`src/rtl/serial_cmp_pkg.sv`:
```
// Shared types and sizing helpers for the bit-serial magnitude comparator.
package serial_cmp_pkg;

  typedef enum logic {
    IDLE  = 1'b0,
    SHIFT = 1'b1
  } state_e;

  localparam int DEFAULT_WIDTH = 8;

  // Bit counter width: ceil(log2(value)), never narrower than one bit.
  function automatic int clog2(input int value);
    int r;
    r = 0;
    while ((1 << r) < value) r++;
    return (r < 1) ? 1 : r;
  endfunction

endpackage

```
`src/rtl/bit_cmp_cell.sv`:
```
// Combinational 1-bit magnitude compare; exactly one output is high.
module bit_cmp_cell (
  input  logic a_bit,
  input  logic b_bit,
  output logic eq,
  output logic lt,
  output logic gt
);

  assign eq = ~(a_bit ^ b_bit);
  assign lt = ~a_bit & b_bit;
  assign gt = a_bit & ~b_bit;

endmodule

```
`src/rtl/serial_mag_comparator.sv`:
```
// Bit-serial unsigned magnitude comparator, MSB first, one bit per clock.
// Optional early exit at the first differing bit; all outputs are registered.
module serial_mag_comparator
  import serial_cmp_pkg::*;
#(
  parameter int WIDTH      = DEFAULT_WIDTH,
  parameter bit EARLY_EXIT = 1'b1
) (
  input  logic             clk,
  input  logic             rst_n,
  input  logic             start,
  input  logic [WIDTH-1:0] a,
  input  logic [WIDTH-1:0] b,
  output logic             busy,
  output logic             done,
  output logic             eq,
  output logic             lt,
  output logic             gt
);

  localparam int CW = clog2(WIDTH);

  state_e           state_q, state_d;
  logic [WIDTH-1:0] sh_a_q, sh_a_d;
  logic [WIDTH-1:0] sh_b_q, sh_b_d;
  logic [CW-1:0]    cnt_q, cnt_d;
  logic             decided_q, decided_d;
  logic             pend_gt_q, pend_gt_d;
  logic             done_q, done_d;
  logic             eq_q, eq_d;
  logic             lt_q, lt_d;
  logic             gt_q, gt_d;

  logic bit_eq, bit_lt, bit_gt;
  logic decided_now, pend_gt_now;

  bit_cmp_cell u_cell (
    .a_bit (sh_a_q[WIDTH-1]),
    .b_bit (sh_b_q[WIDTH-1]),
    .eq    (bit_eq),
    .lt    (bit_lt),
    .gt    (bit_gt)
  );

  // In full-scan mode the first difference wins; later bits cannot override it.
  assign decided_now = decided_q | ~bit_eq;
  assign pend_gt_now = decided_q ? pend_gt_q : bit_gt;

  always_comb begin
    // NOTE: every signal gets a default before the case so no latch is inferred.
    state_d   = state_q;
    sh_a_d    = sh_a_q;
    sh_b_d    = sh_b_q;
    cnt_d     = cnt_q;
    decided_d = decided_q;
    pend_gt_d = pend_gt_q;
    done_d    = 1'b0;
    eq_d      = eq_q;
    lt_d      = lt_q;
    gt_d      = gt_q;

    case (state_q)
      IDLE: begin
        if (start) begin
          sh_a_d    = a;
          sh_b_d    = b;
          cnt_d     = CW'(WIDTH - 1);
          decided_d = 1'b0;
          pend_gt_d = 1'b0;
          eq_d      = 1'b0;
          lt_d      = 1'b0;
          gt_d      = 1'b0;
          state_d   = SHIFT;
        end
      end

      SHIFT: begin
        sh_a_d = sh_a_q << 1;
        sh_b_d = sh_b_q << 1;
        cnt_d  = cnt_q - CW'(1);

        if (EARLY_EXIT) begin
          if (!bit_eq) begin
            gt_d    = bit_gt;
            lt_d    = bit_lt;
            eq_d    = 1'b0;
            done_d  = 1'b1;
            state_d = IDLE;
          end else if (cnt_q == '0) begin
            eq_d    = 1'b1;
            lt_d    = 1'b0;
            gt_d    = 1'b0;
            done_d  = 1'b1;
            state_d = IDLE;
          end
        end else begin
          decided_d = decided_now;
          pend_gt_d = pend_gt_now;
          if (cnt_q == '0) begin
            eq_d    = ~decided_now;
            gt_d    = decided_now & pend_gt_now;
            lt_d    = decided_now & ~pend_gt_now;
            done_d  = 1'b1;
            state_d = IDLE;
          end
        end
      end

      default: state_d = IDLE;
    endcase
  end

  // NOTE: state uses non-blocking assignments so all registers update together.
  always_ff @(posedge clk or negedge rst_n) begin
    if (!rst_n) begin
      // NOTE: shift registers are ordinary flops here, so they are reset like the rest.
      state_q   <= IDLE;
      sh_a_q    <= '0;
      sh_b_q    <= '0;
      cnt_q     <= '0;
      decided_q <= 1'b0;
      pend_gt_q <= 1'b0;
      done_q    <= 1'b0;
      eq_q      <= 1'b0;
      lt_q      <= 1'b0;
      gt_q      <= 1'b0;
    end else begin
      state_q   <= state_d;
      sh_a_q    <= sh_a_d;
      sh_b_q    <= sh_b_d;
      cnt_q     <= cnt_d;
      decided_q <= decided_d;
      pend_gt_q <= pend_gt_d;
      done_q    <= done_d;
      eq_q      <= eq_d;
      lt_q      <= lt_d;
      gt_q      <= gt_d;
    end
  end

  assign busy = (state_q == SHIFT);
  assign done = done_q;
  assign eq   = eq_q;
  assign lt   = lt_q;
  assign gt   = gt_q;

endmodule

```
`config.mk`:
```
export PLATFORM = sky130hd
export DESIGN_NAME = serial_mag_comparator
export DESIGN_NICKNAME = d
export VERILOG_FILES = /design/src/rtl/serial_cmp_pkg.sv /design/src/rtl/bit_cmp_cell.sv /design/src/rtl/serial_mag_comparator.sv
export SDC_FILE = /design/constraint.sdc
export NUM_CORES = 1
export LEC_CHECK = 0
export ABC_CLOCK_PERIOD_IN_PS = 2100
export CORE_MARGIN = 1.5
export CORE_UTILIZATION = 40
export DETAILED_ROUTE_END_ITERATION = 16
export PLACE_DENSITY = 0.65
export SLEW_MARGIN = 10
export SYNTH_ARGS = -nofsm -noshare
export SYNTH_HDL_FRONTEND = slang
export SYNTH_SLANG_ARGS = --single-unit
```
`constraint.sdc`:
```
create_clock -name clk -period 2.1 [get_ports clk]
set_input_delay 0.42 -clock clk [delete_from_list [all_inputs] [get_ports clk]]
set_output_delay 0.42 -clock clk [all_outputs]
set_load 0.05 [all_outputs]
```
==> results.sh, run 1 <==
export IMPL_grt_overflow=0
export IMPL_end_kind="output port"
export IMPL_post_drt_wl_per_cell_um=12.1
export IMPL_maxCapViolations=0
export IMPL_detail_route_vias_per_cell=4.85
export IMPL_wirelength_um=1940
export IMPL_arrival_ps=1530
export IMPL_topRoutingLayerUsed="met4"
export IMPL_cts_tree="done"
export IMPL_post_cts_resize_count=0
export IMPL_clock_path_buffers=2
export IMPL_grt_antenna_before_repair=0
export IMPL_fp_dieW_um=56.4
export IMPL_multi_input_area_um2=485
export IMPL_dr_pass1_iters=4
export IMPL_drt_met1_wl_um=964
export IMPL_drt_iter0_markers=9
export IMPL_slowest_stage="clkdlybuf4s50_1"
export IMPL_core_area_um2=2730
export IMPL_cp_top_family="buffers and inverters"
export IMPL_r2r_setup_slack_ps=700
export IMPL_syn_to_final_growth_pct=26.0
export IMPL_hold_violations=0
export IMPL_worstMarginPinSlew_ps=653
export IMPL_drv_slew=0
export IMPL_max_slew_margin=0.565
export IMPL_critical_path_class="reg2out"
export IMPL_n_fill_cell=239
export IMPL_pre_cts_ws_ps=426
export IMPL_gp_congestion=0.719
export IMPL_root_buffer="clkbuf_4"
export IMPL_postCtsSetupRepairBufs=0
export IMPL_grt_use_total=0.137
export IMPL_critical_path_startpoint_type="register"
export IMPL_start_util=0.418
export IMPL_hpwl_um=1360
export IMPL_diodes=0
export IMPL_final_nets=153
export IMPL_drive_gt1_frac=0.0930
export IMPL_power_total_w=0.00184
export IMPL_whs_ps=445
export IMPL_fin_ws_ps=153
export IMPL_drcViolationCount=0
export IMPL_clkTransAtPathRegs_ps=130
export IMPL_syn_num_nets=129
export IMPL_syn_cell_area_um2=1140
export IMPL_cts_hold_buffers=0
export IMPL_ys_warn_count=0
export IMPL_vdd_drop_max_v=0.000865
export IMPL_htree_levels=1
export IMPL_wl_met3_um=76
export IMPL_ys_seq_area_frac=0.526
export IMPL_p_per_area_nw_per_um2=1280
export IMPL_critical_path_buf_inv_count=1
export IMPL_p_leak_nw=0.673
export IMPL_detail_route_antenna_nets=0
export IMPL_io_buffers=23
export IMPL_avgSynthCellArea_um2=10.8
export IMPL_synth_seq_cells=24
export IMPL_path_max_fanout=3
export IMPL_grt_pass1_wl_um=3450
export IMPL_instances_no_fill=160
export IMPL_wl_met2_um=880
export IMPL_cts_made_buffers=3
export IMPL_setup_violations_final=0
export IMPL_critical_path_max_stage_delay_ps=810
export IMPL_fmax_mhz=514
export IMPL_finalSetupTns_ps=0
export IMPL_via_count=776
export IMPL_die_height_um=56.4
export IMPL_placedCellCount=156
export IMPL_ios=24
export IMPL_finClkSkew_ps=7.02
export IMPL_status="finished clean"
export IMPL_cp_cell_sequence="clkdlybuf4s50_1"
export IMPL_worstSkewPairLatency_ps=310
export IMPL_grt_pass1_vias=818
export IMPL_regArea_um2=601
export IMPL_fin_crit_sh=0.927
export IMPL_hp_class="in2async"
export IMPL_die_area_um2=3190
export IMPL_rows=19
export IMPL_critical_path_required_ps=1680
export IMPL_syn_inst=106
export IMPL_fin_crit_ps=1950
export IMPL_cts_sinks=24
export IMPL_rsz0062_at_grt="no"
export IMPL_grt_max_degree=25
export IMPL_synth_distinct_cells=22
==> Yosys cell counts (all sizes together) <==
cell type   n  area (um2)
clkbuf      1        3.75
a21oi       2        10.0
mux2i      16         160
and2        1        8.76
nand4       2        12.5
and2b       1        8.76
mux2        1        15.0
inv         4        15.0
buf         6        37.5
nand2b      2        20.0
a32o        1        10.0
o211ai      2        15.0
nand2      18        67.6
a22oi       1        7.51
nor2        3        11.3
ha          4        50.1
o21ai      14        70.1
dfrtp      24         601
nor3        2        10.0
xnor2       1        8.76
==> metrics by stage <==
| step | instance area (um2) | util |
|---|---|---|
| 3_3_place_gp | 1400 | 0.513 |
| 5_1_grt | 1440 | 0.526 |
| 6_report | 1440 | 0.526 |
| 3_5_place_dp | 1400 | 0.513 |
| 2_1_floorplan | 1140 | - |
| 4_1_cts | 1440 | 0.526 |
==> power by group <==
group | internal (W) | switching (W) | leakage [nW]
Clock | 0.000106 | 0.000135 | 0.0210
Sequential | 0.000663 | 0.000169 | 0.299
Combinational | 0.000362 | 0.000411 | 0.353
==> layer usage <==
layer,vias to the layer above,track usage
li1,406,-
met1,351,0.179
met2,17,0.221
met3,2,0.0253
met4,0,0.0612
met5,-,0
==> final timing paths <==
kind | from | endpoint | cells after the start
max | gt$_DFFE_PN0P_ | gt | 1
min | rst_n | busy$_DFF_PN0_ | 2
max reg2reg | busy$_DFF_PN0_ | cnt_q[0]$_DFFE_PN0P_ | 3
min reg2reg | cnt_q[0]$_DFFE_PN0P_ | cnt_q[0]$_DFFE_PN0P_ | 1
max in group asynchronous | rst_n | sh_b_q[0]$_DFFE_PN0P_ | 2
min in group clk | cnt_q[0]$_DFFE_PN0P_ | cnt_q[0]$_DFFE_PN0P_ | 1
==> logic make-up (layout without fill, tap and decap cells) <==
group | Yosys count | in the layout | synth area share
simple gates | 29 | 29 | 0.122
fa+ha+maj | 4 | 4 | 0.0438
flops | 24 | 24 | 0.526
buf+inv | 11 | 34 | 0.0493
compound gates | 20 | 20 | 0.0986
xor+xnor | 1 | 1 | 0.00767
mux | 17 | 17 | 0.153
==> layout by cell type, fill, tap and decap left out, drive strengths merged <==
cell / count
dfrtp: 24
clkdlybuf4s50: 22
nand2: 18
mux2i: 16
o21ai: 14
inv: 4
ha: 4
clkbuf: 4
buf: 4
nor2: 3
nand4: 2
o211ai: 2
nor3: 2
a21oi: 2
nand2b: 2
and2: 1
mux2: 1
and2b: 1
a32o: 1
a22oi: 1
xnor2: 1
==> registers in the layout, summed over array words and instances, names as in the netlist <==
signal,flops
done,1
gt,1
lt,1
cnt_q,3
busy,1
sh_b_q,8
sh_a_q,8
eq,1
==> layout make-up <==
class,count,area share
sequential,24,0.417
multi-input combinational,71,0.337
timing repair buffer,26,0.183
tap,31,0.0270
clock buffer,4,0.0252
inverter,4,0.0104
Note: power is estimated with default switching activity, not from simulation.
==> inputs of run 2 (changes only) <==
--- a/constraint.sdc
+++ b/constraint.sdc
@@ -3,2 +3,2 @@
 set_output_delay 0.42 -clock clk [all_outputs]
-set_load 0.05 [all_outputs]
+set_load 0.005 [all_outputs]
==> results.sh, run 2 (synthesis results as in run 1) <==
export IMPL_critical_path_buf_inv_count=1
export IMPL_root_buffer="clkbuf_4"
export IMPL_htree_levels=1
export IMPL_grt_max_degree=44
export IMPL_cp_cell_sequence="clkdlybuf4s50_1"
export IMPL_rows=19
export IMPL_fmax_mhz=615
export IMPL_grt_overflow=0
export IMPL_layout_commonest_cell="dfrtp_1"
export IMPL_start_util=0.418
export IMPL_fp_dieW_um=56.4
export IMPL_finClkSkew_ps=4.42
export IMPL_cts_tree="done"
export IMPL_path_max_fanout=3
export IMPL_reg2reg_to="busy$_DFF_PN0_"
export IMPL_wirelength_um=1940
export IMPL_critical_path_max_stage_delay_ps=510
export IMPL_cts_sinks=24
export IMPL_dr_pass1_iters=4
export IMPL_grt_use_total=0.133
export IMPL_hp_class="in2async"
export IMPL_clock_path_buffers=2
export IMPL_die_area_um2=3190
export IMPL_worstMarginPinSlew_ps=366
export IMPL_critical_path_class="reg2out"
export IMPL_post_cts_resize_count=0
export IMPL_postCtsSetupRepairBufs=0
export IMPL_regArea_um2=601
export IMPL_setup_violations_final=0
export IMPL_instances_no_fill=159
export IMPL_io_buffers=23
export IMPL_ios=24
export IMPL_gp_congestion=0.674
export IMPL_hold_violations=0
export IMPL_drt_iter0_markers=10
export IMPL_rsz0062_at_grt="no"
export IMPL_r2r_start="sh_b_q[7]$_DFFE_PN0P_"
export IMPL_cp_endpoint="lt"
export IMPL_post_drt_wl_per_cell_um=12.2
export IMPL_maxCapViolations=0
export IMPL_p_leak_nw=0.660
export IMPL_fin_crit_ps=1630
export IMPL_max_slew_margin=0.756
export IMPL_syn_to_final_growth_pct=23.9
export IMPL_grt_antenna_before_repair=0
export IMPL_detail_route_antenna_nets=0
export IMPL_placedCellCount=156
export IMPL_status="finished clean"
export IMPL_drive_gt1_frac=0.0781
export IMPL_critical_path_required_ps=1680
export IMPL_core_area_um2=2730
export IMPL_vdd_drop_max_v=0.000884
export IMPL_reg_top3="sh_a_q x8, sh_b_q x8, cnt_q x3"
export IMPL_grt_pass1_wl_um=3390
export IMPL_clkTransAtPathRegs_ps=130
export IMPL_via_count=802
export IMPL_cp_top_family="buffers and inverters"
export IMPL_drcViolationCount=0
export IMPL_worstSkewPairLatency_ps=310
export IMPL_arrival_ps=1210
export IMPL_drv_slew=0
export IMPL_hpwl_um=1320
export IMPL_grt_pass1_vias=767
export IMPL_reg2reg_depth=4
export IMPL_fin_crit_sh=0.775
export IMPL_r2r_setup_slack_ps=810
export IMPL_cts_made_buffers=3
export IMPL_critPathLaunch="lt$_DFFE_PN0P_"
export IMPL_p_per_area_nw_per_um2=1170
export IMPL_finalSetupTns_ps=0
export IMPL_multi_input_area_um2=485
export IMPL_whs_ps=450
export IMPL_end_kind="output port"
export IMPL_diodes=0
export IMPL_critical_path_startpoint_type="register"
export IMPL_mostFrequentLayoutCells="dfrtp_1 (24), clkdlybuf4s50_1 (23), nand2_1 (18)"
export IMPL_cp_depth=1
export IMPL_slowest_stage="clkdlybuf4s50_1"
export IMPL_detail_route_vias_per_cell=5.04
export IMPL_power_total_w=0.00165
export IMPL_final_nets=153
export IMPL_die_height_um=56.4
export IMPL_n_fill_cell=249
export IMPL_cts_hold_buffers=0
-- run 2: changes by cell type in the layout (fill, tap and decap cells not counted), sizes merged --
cell / change
buf: -1
clkbuf: -1
clkdlybuf4s50: +1
-- run 2: per-layer routing --
layer | wire length (um) | global-route usage | vias to the layer above
met3 | 83 | 0.0253 | 2
met5 | 0 | 0 | -
met2 | 873 | 0.204 | 19
met4 | 16 | 0.0510 | 0
met1 | 963 | 0.187 | 375
li1 | - | - | 406
-- run 2: worst min path at each step --
stage | start | to | slack (ps)
floorplan | rst_n | busy$_DFF_PN0_ | 120
global placement | sh_a_q[5]$_DFFE_PN0P_ | sh_a_q[6]$_DFFE_PN0P_ | 460
detailed placement | cnt_q[0]$_DFFE_PN0P_ | cnt_q[0]$_DFFE_PN0P_ | 470
CTS | rst_n | done$_DFF_PN0_ | 460
global route | rst_n | done$_DFF_PN0_ | 480
finish | rst_n | sh_a_q[6]$_DFFE_PN0P_ | 450
-- run 2: power breakdown --
| part | switching, W | internal, W |
|---|---|---|
| clock network | 0.000133 | 0.0000671 |
| logic | 0.000328 | 0.000342 |
| registers | 0.000114 | 0.000664 |
-- run 2: through the flow --
stage | utilization | worst slack [ps] | instance area (um2)
after floorplan | - | 879 | 1140
after global placement | 0.509 | 460 | 1390
after detailed placement | 0.509 | 434 | 1390
after CTS | 0.518 | 459 | 1420
after global routing | 0.518 | 417 | 1420
final | 0.518 | 473 | 1420
-- run 2: area by class of cell --
type	count	share of cell area
tap	31	0.0274
clock buffer	3	0.0159
sequential	24	0.424
multi-input combinational	71	0.343
inverter	4	0.0106
timing repair buffer	26	0.179
